<file path="src/rtl/debug_trace_serializer.sv">
// debug_trace_serializer: folds up to two in-order retirements per cycle onto a single registered debug write port.
module debug_trace_serializer #(
  parameter int DEPTH = 8
) (
  input  logic                       clk,
  input  logic                       reset,
  input  logic                       in0_valid,
  input  logic [31:0]                in0_pc,
  input  logic [4:0]                 in0_wnum,
  input  logic [31:0]                in0_wdata,
  input  logic                       in1_valid,
  input  logic [31:0]                in1_pc,
  input  logic [4:0]                 in1_wnum,
  input  logic [31:0]                in1_wdata,
  output logic                       in_ready,
  output logic [31:0]                debug_wb_pc,
  output logic [3:0]                 debug_wb_rf_wen,
  output logic [4:0]                 debug_wb_rf_wnum,
  output logic [31:0]                debug_wb_rf_wdata,
  output logic [$clog2(DEPTH):0]     pending
);
  localparam int AW = $clog2(DEPTH);
  localparam int CW = AW + 1;
  typedef struct packed {
    logic [31:0] pc;
    logic [4:0]  wnum;
    logic [31:0] wdata;
  } entry_t;
  entry_t         mem [DEPTH];
  entry_t         e0, e1, first, store_a, out_next;
  logic [AW-1:0]  head, tail;
  logic           acc0, acc1, empty;
  logic [1:0]     n_store;
  assign in_ready = pending <= CW'(DEPTH - 2);
  always_comb begin
    e0       = {in0_pc, in0_wnum, in0_wdata};
    e1       = {in1_pc, in1_wnum, in1_wdata};
    acc0     = in0_valid && in_ready;
    acc1     = in1_valid && in_ready;
    empty    = pending == '0;
    first    = acc0 ? e0 : e1;
    // with an empty queue the oldest accepted entry bypasses straight to the output
    store_a  = empty ? e1 : first;
    n_store  = empty ? {1'b0, acc0 && acc1} : {1'b0, acc0} + {1'b0, acc1};
    out_next = !empty ? mem[head] : (acc0 || acc1) ? first : '0;
  end
  always_ff @(posedge clk) begin
    if (!reset && n_store != 2'd0) mem[tail] <= store_a;
    if (!reset && n_store == 2'd2) mem[tail + AW'(1)] <= e1;
  end
  always_ff @(posedge clk or posedge reset) begin
    if (reset) begin
      head              <= '0;
      tail              <= '0;
      pending           <= '0;
      debug_wb_pc       <= '0;
      debug_wb_rf_wen   <= '0;
      debug_wb_rf_wnum  <= '0;
      debug_wb_rf_wdata <= '0;
    end else begin
      head              <= head + AW'(!empty);
      tail              <= tail + AW'(n_store);
      pending           <= pending + CW'(n_store) - CW'(!empty);
      debug_wb_pc       <= out_next.pc;
      debug_wb_rf_wen   <= |out_next.wnum ? 4'hF : 4'h0;
      debug_wb_rf_wnum  <= out_next.wnum;
      debug_wb_rf_wdata <= out_next.wdata;
    end
  end
endmodule

</file>
<file path="config.mk">
export PLATFORM = sky130hd
export DESIGN_NAME = debug_trace_serializer
export DESIGN_NICKNAME = d
export VERILOG_FILES = /design/src/rtl/debug_trace_serializer.sv
export SDC_FILE = /design/constraint.sdc
export NUM_CORES = 1
export LEC_CHECK = 0
export BUFFER_PORTS_ARGS = -buffer_cell sky130_fd_sc_hd__buf_2
export CAP_MARGIN = 20
export CORE_MARGIN = 3
export CORE_UTILIZATION = 45
export CTS_CLUSTER_DIAMETER = 40
export DETAILED_ROUTE_END_ITERATION = 10
export HOLD_SLACK_MARGIN = 0.15
export PLACE_DENSITY_LB_ADDON = 0.2
export SLEW_MARGIN = 20
export SYNTH_ARGS = -nofsm -noshare
export SYNTH_HDL_FRONTEND = slang
export SYNTH_SLANG_ARGS = --single-unit
</file>
<file path="constraint.sdc">
create_clock -name clk -period 18.7 [get_ports clk]
set_input_delay 2.805 -clock clk [delete_from_list [all_inputs] [get_ports clk]]
set_output_delay 2.805 -clock clk [all_outputs]
set_load 0.03 [all_outputs]
</file>
# Word level (Yosys, flattened, before mapping)
# Memory sizes are Yosys's and may differ from the RTL's.
# Cells that the tools add are included.
# W data, S select, Z words.
# word_totals
mem_count,1
register_bits,83
output_inout_bits,78
input_bits,142
word_cells,37
mem_bits_rw,552
# op_classes
add_sub_neg,6
eq_ne,1
n_mux,10
n_lt_le_gt_ge,1
n_reduce_logical,11
# mem_list
memory,depth,word_bits,rd,rd_clocked_by_memory_dff,write_ports,line,rtl
mem,8,69,1,0,2,29,entry_t mem [DEPTH];
# op_table
operator,count
$mux W69,4
$logic_and A1 B1 Y1,5
$reduce_or A5 Y1,1
$add A4 B2 Y4,1
$le A4 B3 Y1 const B,1
$logic_not A4 Y1,1
$mux W1,4
$mux W4,1
$sub A4 B1 Y4,1
$add A3 B1 Y3,1
$add A3 B1 Y3 const B,1
$add A3 B2 Y3,1
$add A1 B1 Y2,1
$eq A2 B2 Y1 const B,1
$logic_not A1 Y1,2
$mux W2,1
$reduce_bool A2 Y1,1
$logic_or A1 B1 Y1,1

# Depth between registers and ports, before layout
# logic_depth
depth_word,8
depth_mapped,16
ltp_nobuf,14

# Worst setup path after synthesis
# OpenSTA, ideal clock, no wires.
# synth_path
path_kind,input to register
startpoint,input in0_valid
endpoint,memory mem[1][0] (netlist name) (enable)
setup_ns,0.598
arrival_time_ns,9.070
stages,9
path_buffers,2
required_time_ns,18.102
path_slack_ns,9.032
cell_sequence,and2_1 > buf_2 > inv_2 > buf_2 > ha_1 > mux2_2 > nand2b_1 > nand2_1 > o31ai_1
# synth_rtl
element,line,rtl
from (decl),7,"input logic in0_valid,"
to (decl),29,

==> out/results.env <==
CTS_INSERTED_BUFFERS=103
WORSTSETUPENDPOINTTYPE='flop'
FMAX_MHz=156
DRC=0
YOSYSSEQAREASHARE_PCT=59.9
MAPPEDNETLISTNETS=2648
LEAKAGE_nW=13.5
PLACE.GP.CONGESTION=0.761
SYNTH.TOP_CELL.AREA_SHARE_PCT=53.4
DIE_AREA_MM2=0.0721
FIRST_GLOBAL_VIAS=20600
POST_SYNTH_MAIN_AREA_CONTRIBUTORS='sky130_fd_sc_hd__edfxtp_1 53%, sky130_fd_sc_hd__mux4_2 10%, sky130_fd_sc_hd__a21oi_1 8.9%'
POST_ROUTE_CELLS_DRIVE_ABOVE_1_SHARE_PCT=24.7
DRT_WL_TOTAL_UM=81800
CRITICAL_PATH.STARTPOINT_TYPE='primary input'
GRT.TOTAL_USAGE_PCT=22.7
CLKLATENCYLATEPIN_NS=0.66
WORST_EP_ARRIVAL_TIME_NS=6.68
FINAL_CORE_UTIL_PCT=53.5
SETUP.WORST_PATH.CLASS='in -> reg'
POWER_DENSITY_mW_PER_MM2=160
H-TREE-DEPTH=3
AREA.GROWTH.SYNTH_TO_FINAL_PCT=16.8
GRT_MAX_DEGREE=99
FINALSETUPTNS_NS=0
WORST_TRAN_PIN_VALUE_NS=1.09
PLACE.PORT_BUFFERS=219
FIN_CRIT_NS=6.42
GRT_ANTENNA_BEFORE_REPAIR=5
SYNTHFLOPTYPE='sky130_fd_sc_hd__edfxtp_1'
VIAS_PER_CELL=5.82
POST_CTS.REPAIR.SETUP_BUFFERS=0
SYNTH_LARGEST_AREA_CELL='sky130_fd_sc_hd__edfxtp_1'
GLOBALROUTEOVERFLOWTOTAL=0
CTS_HOLD_FIX_BUFS=0
SYNTHESIS.AREA_PER_INSTANCE_UM2=12.5
COMBINED_AREA_OF_ALL_SYNTHESIZED_CELLS_MM2=0.0310
ASYNC_RESET_FF_SHARE_PCT=12.7
DRT_PRE_ANTENNA_ITERS=5
CTS_SINKS=632
FINAL-MAX-SLEW-VIOLATION-COUNT=0
CORE-AREA_MM2=0.0678
FINALNETCOUNT=2745
CTS.CLK_SLEW.WORST_PATHS_NS=0.05
STATUS='finished clean'
FINAL.SETUP_SKEW_NS=0.0406
CTS_RESIZED=0
VDD.IR_DROP.WORST_V=0.000103
NETLIST_TOP_CELLS_COUNT='557 x sky130_fd_sc_hd__nor2_1, 553 x sky130_fd_sc_hd__a21oi_1, 552 x sky130_fd_sc_hd__edfxtp_1, 172 x sky130_fd_sc_hd__clkbuf_1, 139 x sky130_fd_sc_hd__mux2i_1'
CRIT_REQUIRED_NS=18.96
YOSYS_WARNINGS=0
SYNTH_EDF_COUNT=552
SETUP.WORST_PATH.START='in0_valid'
MIN-DELAY-PATH-CLASS='reg -> reg'
DP_HPWL_UM=47400
VIAS=20700
DIE_W_UM=269
DRT-INITIAL-DRC-COUNT=2140
CHIPHEIGHT_UM=269
FF2FF_SETUP_SLACK_NS=13.68
POST-ROUTE-PERIOD-UTIL_PCT=34.3
SYNTH.LIB_CELLS_USED.DISTINCT=34
ROUTEDWLPERCELL_UM=23.0
ANTENNA_LEFT=0
TRITONCTS='done'
WORSTREGTOREGCELLS=12
CTS_MAX_PATH_BUFS=3
CTS-ROOT-BUF='sky130_fd_sc_hd__clkbuf_16'
YOSYSMOSTFREQUENTCELL='sky130_fd_sc_hd__nor2_1'
WORSTREG2REGSTART='pending[3]$_DFF_PP0_'
SYNTHESIZED_INSTANCE_COUNT=2491
CRITICAL_PATH_PEAK_FANOUT=50
IOS=220
TIMING.RR.END='mem[3][44]$_DFFE_PP_'
GRT_SETUP_UNREPAIRED='no'
FINALHOLDVIOLCOUNT=0
SLEW-LIMIT-HEADROOM_PCT=27.1
SETUP_VIOL_COUNT_FINAL=0
CORE.ROWCOUNT=95
YS_FF_LATCH=632
GRT_FIRST_PASS_WIRELENGTH_UM=125000
WORSTSETUPENDPOINT='mem[3][44]$_DFFE_PP_'
INITIAL_CORE_UTIL_PCT=45.8
MAX_CAP_VIOLATIONS=0
kinds of logic after synthesis:
| logic type | share of synthesized area, % |
|---|---|
| XOR/XNOR | 0.169 |
| multiplexers | 17.9 |
| flip-flops | 59.9 |
| adder cells (fa/ha/maj) | 0.653 |
| buffers and inverters | 3.78 |
| AND/OR/NAND/NOR | 7.17 |
| AO/OA/AOI/OAI | 10.5 |
report_power, final:
part	switching, W	leakage [nW]	internal [W]
Clock	0.000699	1.73	0.00126
Sequential	0.000104	5.92	0.00188
Combinational	0.00112	5.88	0.000752
state kept, by name, summed over array words and instances (netlist names):
register,cells
debug_wb_pc,32
debug_wb_rf_wdata,32
debug_wb_rf_wen,1
debug_wb_rf_wnum,5
head,3
mem,552
pending,4
tail,3
worst min-delay path by stage:
stage / from / end / slack, ns / cells past startpoint
floorplan: head[0]$_DFF_PP0_ / head[0]$_DFF_PP0_ / 0.48 / 1
global placement: tail[0]$_DFF_PP0_ / tail[0]$_DFF_PP0_ / 0.55 / 1
detailed placement: tail[0]$_DFF_PP0_ / tail[0]$_DFF_PP0_ / 0.56 / 1
CTS: tail[0]$_DFF_PP0_ / tail[0]$_DFF_PP0_ / 0.57 / 1
global route: tail[0]$_DFF_PP0_ / tail[0]$_DFF_PP0_ / 0.62 / 1
finish: tail[0]$_DFF_PP0_ / tail[0]$_DFF_PP0_ / 0.57 / 1
layout by cell type, fill, tap and decap left out, types with 59 or more instances in the layout:
cell / synthesis / routed
sky130_fd_sc_hd__buf_2: 67 / 219
sky130_fd_sc_hd__a21oi_1: 553 / 553
sky130_fd_sc_hd__mux4_2: 138 / 138
sky130_fd_sc_hd__mux2i_1: 139 / 139
sky130_fd_sc_hd__nor2_1: 557 / 557
sky130_fd_sc_hd__mux2i_2: 59 / 59
sky130_fd_sc_hd__edfxtp_1: 552 / 552
sky130_fd_sc_hd__clkbuf_16: 0 / 106
sky130_fd_sc_hd__o22ai_1: 69 / 69
sky130_fd_sc_hd__dfrtp_1: 80 / 77
critical path, cell delays in order:
cell and delay, ns:
sky130_fd_sc_hd__buf_2 0.10, sky130_fd_sc_hd__and2_1 0.25, sky130_fd_sc_hd__inv_4 0.53, sky130_fd_sc_hd__ha_1 0.37
sky130_fd_sc_hd__nor2_1 0.18, sky130_fd_sc_hd__and3_1 0.43, sky130_fd_sc_hd__nand3_4 0.53, sky130_fd_sc_hd__o21ai_4 0.58
sky130_fd_sc_hd__buf_4 0.84
cell type report:
type / count / area, um2
sequential: 632 / 18600
multi-input combinational: 1584 / 11500
clock inverter: 66 / 822
timing repair buffer: 254 / 1390
inverter: 13 / 53.8
clock buffer: 129 / 2820
fill: 5646 / 31500
antenna: 1 / 2.50
tap: 873 / 1090
stage by stage:
step / power, W / setup slack (ns) / hold WS (ns) / area (um2) / cells
floorplan: 0.00337 / 9.03 / 0.477 / 31000 / 2491
global placement: 0.00385 / 11.45 / 0.554 / 32600 / 3354
detailed placement: 0.00389 / 11.41 / 0.555 / 32600 / 3354
CTS: 0.00586 / 12.08 / 0.568 / 36200 / 3549
global route: 0.00607 / 12.07 / 0.619 / 36200 / 3551
finish: 0.00581 / 12.28 / 0.571 / 36200 / 3552
metal layers:
layer	vias to the layer above	wire [um]	global-route usage [%]	part of all wire, %
li1	9467	-	-	-
met1	10200	33700	31.0	41
met2	861	40600	38.2	50
met5	-	7	0	0.0086
met3	109	6030	3.71	7.4
met4	2	1340	6.02	1.6
Power figures use the tool's default switching activity.
